<file path="src/rtl/deser_pkg.sv">
// deser_pkg: shared constants and helpers for the multi-lane deserializer
package deser_pkg;
    localparam int ORDER_LSB = 0;
    localparam int ORDER_MSB = 1;
    function automatic int cnt_w(input int width);
        return $clog2(width + 1);
    endfunction
    function automatic int lane_lo(input int lane, input int width);
        return lane * width;
    endfunction
endpackage

</file>
<file path="src/rtl/deser_lane.sv">
// deser_lane: one lane's shift register, exposing the post-shift value
module deser_lane import deser_pkg::*; #(
    parameter int WIDTH     = 8,
    parameter int MSB_FIRST = ORDER_LSB
) (
    input  logic             clk,
    input  logic             reset,
    input  logic             shift_en,
    input  logic             sdata,
    output logic [WIDTH-1:0] nxt
);
    logic [WIDTH-1:0] q;
    always_comb
        nxt = !shift_en ? q : (MSB_FIRST == ORDER_MSB) ? {q[WIDTH-2:0], sdata} : {sdata, q[WIDTH-1:1]};
    always_ff @(posedge clk or posedge reset)
        if (reset) q <= '0;
        else q <= nxt;
endmodule

</file>
<file path="src/rtl/deser_multi_ch.sv">
// deser_multi_ch: lock-step multi-lane deserializer with valid/ready output buffer
module deser_multi_ch import deser_pkg::*; #(
    parameter int NUM_CH    = 4,
    parameter int WIDTH     = 8,
    parameter int MSB_FIRST = 0
) (
    input  logic                      clk,
    input  logic                      reset,
    input  logic                      shift_en,
    input  logic [NUM_CH-1:0]         sdata,
    input  logic                      auto_latch,
    input  logic                      latch,
    output logic [NUM_CH*WIDTH-1:0]   dout,
    output logic                      dout_valid,
    input  logic                      dout_ready,
    output logic                      overrun,
    output logic                      short_frame,
    input  logic                      clr_err,
    output logic [cnt_w(WIDTH)-1:0]   bit_cnt
);
    localparam int CW = cnt_w(WIDTH);
    localparam logic [CW-1:0] FULL = CW'(WIDTH);
    logic [NUM_CH*WIDTH-1:0] word;
    logic [CW-1:0] cnt_post;
    logic capture, drop, load, short;
    for (genvar i = 0; i < NUM_CH; i++) begin : g_lane
        deser_lane #(.WIDTH(WIDTH), .MSB_FIRST(MSB_FIRST)) u_lane (
            .clk(clk),
            .reset(reset),
            .shift_en(shift_en),
            .sdata(sdata[i]),
            .nxt(word[lane_lo(i, WIDTH) +: WIDTH])
        );
    end
    // captures use the post-shift word and count so a bit shifted on the capture edge belongs to the word
    always_comb begin
        cnt_post = (shift_en && bit_cnt != FULL) ? bit_cnt + 1'b1 : bit_cnt;
        capture  = auto_latch ? (shift_en && bit_cnt == FULL - 1'b1) : latch;
        drop     = capture && dout_valid && !dout_ready;
        load     = capture && !drop;
        short    = !auto_latch && latch && cnt_post != FULL;
    end
    always_ff @(posedge clk or posedge reset)
        if (reset) begin
            bit_cnt     <= '0;
            dout        <= '0;
            dout_valid  <= 1'b0;
            overrun     <= 1'b0;
            short_frame <= 1'b0;
        end else begin
            bit_cnt     <= capture ? '0 : cnt_post;
            short_frame <= short;
            if (load) dout <= word;
            dout_valid  <= load || (dout_valid && !dout_ready);
            overrun     <= drop || (overrun && !clr_err);
        end
endmodule

</file>
<file path="config.mk">
export PLATFORM = sky130hd
export DESIGN_NAME = deser_multi_ch
export DESIGN_NICKNAME = d
export VERILOG_FILES = /design/src/rtl/deser_pkg.sv /design/src/rtl/deser_lane.sv /design/src/rtl/deser_multi_ch.sv
export SDC_FILE = /design/constraint.sdc
export NUM_CORES = 1
export LEC_CHECK = 0
export CAP_MARGIN = 10
export CORE_AREA = 2 2 90 92
export CTS_CLUSTER_SIZE = 25
export DETAILED_ROUTE_END_ITERATION = 8
export DIE_AREA = 0 0 92 94
export PLACE_DENSITY = 0.66
export SYNTH_ARGS = -nofsm -noshare
export SYNTH_HDL_FRONTEND = slang
export SYNTH_HIERARCHICAL = 1
export SYNTH_SLANG_ARGS = --single-unit
</file>
<file path="constraint.sdc">
create_clock -name clk -period 4.6 [get_ports clk]
set_input_delay 0.92 -clock clk [delete_from_list [all_inputs] [get_ports clk]]
set_output_delay 0.92 -clock clk [all_outputs]
set_load 0.005 [all_outputs]
</file>
==> key figures <==
Run status
  – Status: finished clean

Clock network
  – CTS tree: built
  – Reg clk slew, reported paths: 0.07 ns
  – Clk Tree Root Cell: clkbuf_8
  – Setup Buffers After CTS: 0
  – CTS Hold Buffers Added: 0
  – CTS resizes: 0
  – CTS Buf Count: 9
  – H-tree levels: 3
  – Clk_lat worst skew: between 0.3 and 0.4 ns
  – Clk sinks: 71
  – Clk buf depth: 2

Hold path
  – Hold path depth: 1
  – Worst Hold Launch: g_lane[3].u_lane/q[0]
  – Hold Path Class: flop to flop

Synth
  – Average size of a mapped cell: 17.22 um^2
  – Synth area leader: dfrtp_1
  – Post-synth EDFFs: 0
  – Top cell type's share of synthesized area: 57.33%
  – Asr flop ratio synth: 100.0%
  – Synth Register Bits: 71
  – Distinct cell type count after synthesis: 26
  – Synth top area cells: dfrtp_1, mux2_4, buf_12
  – Register area share after synthesis: 57.33%
  – Synthesized net count: about 190
  – Mapped Cells: 180
  – Most used DFF post-synth: dfrtp_1
  – Synth warn: 6
  – Mapped Area: slightly above 3000 um^2

Drt
  – 1st-iter DRT viols: 49
  – Via-per-instance ratio: 4.680
  – Via count: 1596
  – Routed WL: just over 5 mm
  – Wire length per cell: 14.77 um
  – Drt pass-1 iters: 4
  – DRC Markers: 0
  – Remaining antenna violation count after routing: 0

STA
  – Slew headroom: slightly below 60%
  – Unrepaired setup endpoints after global routing: false
  – Setup Viol. Count Final: 0
  – Setup Skew: between 0.007 and 0.008 ns
  – Worst-Margin Slew: 0.6230 ns
  – Max-slew violations: 0
  – Fmax: 0.4033 GHz
  – Sum Neg Setup Slack: 0 ns
  – Period utilisation layout: 53.90%
  – Post-layout min period: 2.479 ns
  – Final hold vios: 0

Finish
  – Final Cell Area: 3816 um^2
  – Final core occ: 50.16%
  – Diode count: 0
  – Ratio of cells with drive above 1 in the final layout: approximately 37%
  – Fill cell total of the finished layout: 655
  – Final nets: 247
  – Area Growth Syn to Fin: 23.13%

Die
  – I/O pin count: 50
  – Die Ht: 94 um
  – Die footprint: slightly below 9000 um^2
  – CORE AREA: 7607 um^2
  – Die span in x: roughly 90 um
  – Row count: 32
  – Starting Density: just over 40%

GRT
  – Tot GR Track Use: 13.12%
  – First-pass GRT wire length: 8.735 mm
  – Antenna violations before repair: 0
  – Largest net degree at the start of global routing: 37
  – GRT overflow: 0
  – Vias in the first global route: 1723

Power
  – P_leak: around 1.7 nW
  – Pwr dens: ~570 nW/um^2
  – Max IR drop VDD: 0.0002179 V

Placement
  – Post-Place Cell Area: 3602 um^2
  – DP Wirelength: 3.267 mm
  – Port buffer count: 49
  – Routability congestion estimate: 0.7613

Job
  – Max_cap viols: 0

Critical path
  – CP endpoint kind: flop
  – Critical path origin: auto_latch
  – Critical Path AT: 2.70 ns
  – R2R cell count: 5
  – Crit Path Max Fanout: 32
  – Worst reg2reg startpoint: bit_cnt[0]
  – Startpoint types: primary input
  – CP Data Required Time: 4.82 ns
  – WS Path Type: primary input to flop
## worst paths after layout
path                                          to  slack (ns)
hold reg to reg            g_lane[3].u_lane/q[0]        0.49
min in group asynchronous  g_lane[2].u_lane/q[0]        0.98
setup reg to reg                        dout[20]        2.41
setup / recovery                        dout[20]        2.12
hold / removal             g_lane[3].u_lane/q[0]        0.49
max in group asynchronous               dout[24]        2.91
## area by class of cell
cell class,count,area (um^2),area share (%)
timing repair buffer,51,500.5,13.11
sequential,71,1777,46.56
tap,102,127.6,3.344
clock buffer,11,131.4,3.443
multi-input combinational,93,1167,30.59
clock inverter,5,82.58,2.164
inverter,8,30.03,0.7869
## layout by cell type (no fill, tap or decap), drive strengths merged, types with 2 or more instances in the layout
cell type	count
dfrtp	71
mux2	64
clkdlybuf4s50	48
clkbuf	11
inv	7
nand2	6
clkinvlp	3
buf	3
nand2b	2
o21ai	2
nor2	2
xnor2	2
ha	2
bufinv	2
and2	2
## metal layers
layer	part of all wire, %	GRT usage (%)	vias up
li1	-	-	733
met1	51	18.43	811
met2	43	18.81	42
met3	4.1	3.291	10
met4	2.2	6.716	0
met5	0	0	-
## critical path, stage by stage
cell	delay (ns)
clkdlybuf4s50_1	0.48
nand2_2	0.08
o31ai_4	0.23
and2_4	0.59
mux2_2	0.40
## stage by stage
stage | setup WS, ns | std cells | hold WS, ns | power [W]
final | 2.121 | 341 | 0.4932 | 0.002161
after floorplan | 2.541 | 180 | 0.4679 | 0.001321
after global routing | 2.001 | 341 | 0.5119 | 0.002288
after detailed placement | 1.733 | 325 | 0.4791 | 0.001641
after CTS | 2.093 | 341 | 0.4978 | 0.002189
after global placement | 1.771 | 325 | 0.4793 | 0.001634
## report_power, final
group	total (W)	switching, W	internal [W]
logic	0.000677	0.000190	0.000488
clock network	0.000538	0.000232	0.000306
registers	0.000946	0.000122	0.000824
total	0.00216	0.000544	0.00162
## Yosys cell counts (2+ instances only)
cell type and n:
buf_12 4, buf_6 4, dfrtp_1 71, ha_1 2, inv_1 8, mux2_2 2
mux2_4 62, nand2_1 4, nand2_2 2, nand2b_1 2, nor2_1 2, o21ai_0 2
xnor2_1 2
## sequential cells by signal, summed over array words and instances (netlist names)
signal           count
dout_valid           1
bit_cnt              4
dout                32
overrun              1
g_lane.u_lane/q     32
short_frame          1
## cells by family after synthesis
family | Yosys count | share of synthesized area, %
compound gates | 10 | 2.705
fa+ha+maj | 2 | 0.8073
xor+xnor | 2 | 0.5653
mux | 65 | 31.09
flops | 71 | 57.33
buf+inv | 16 | 5.006
simple gates | 14 | 2.503
Power figures use the tool's default switching activity.
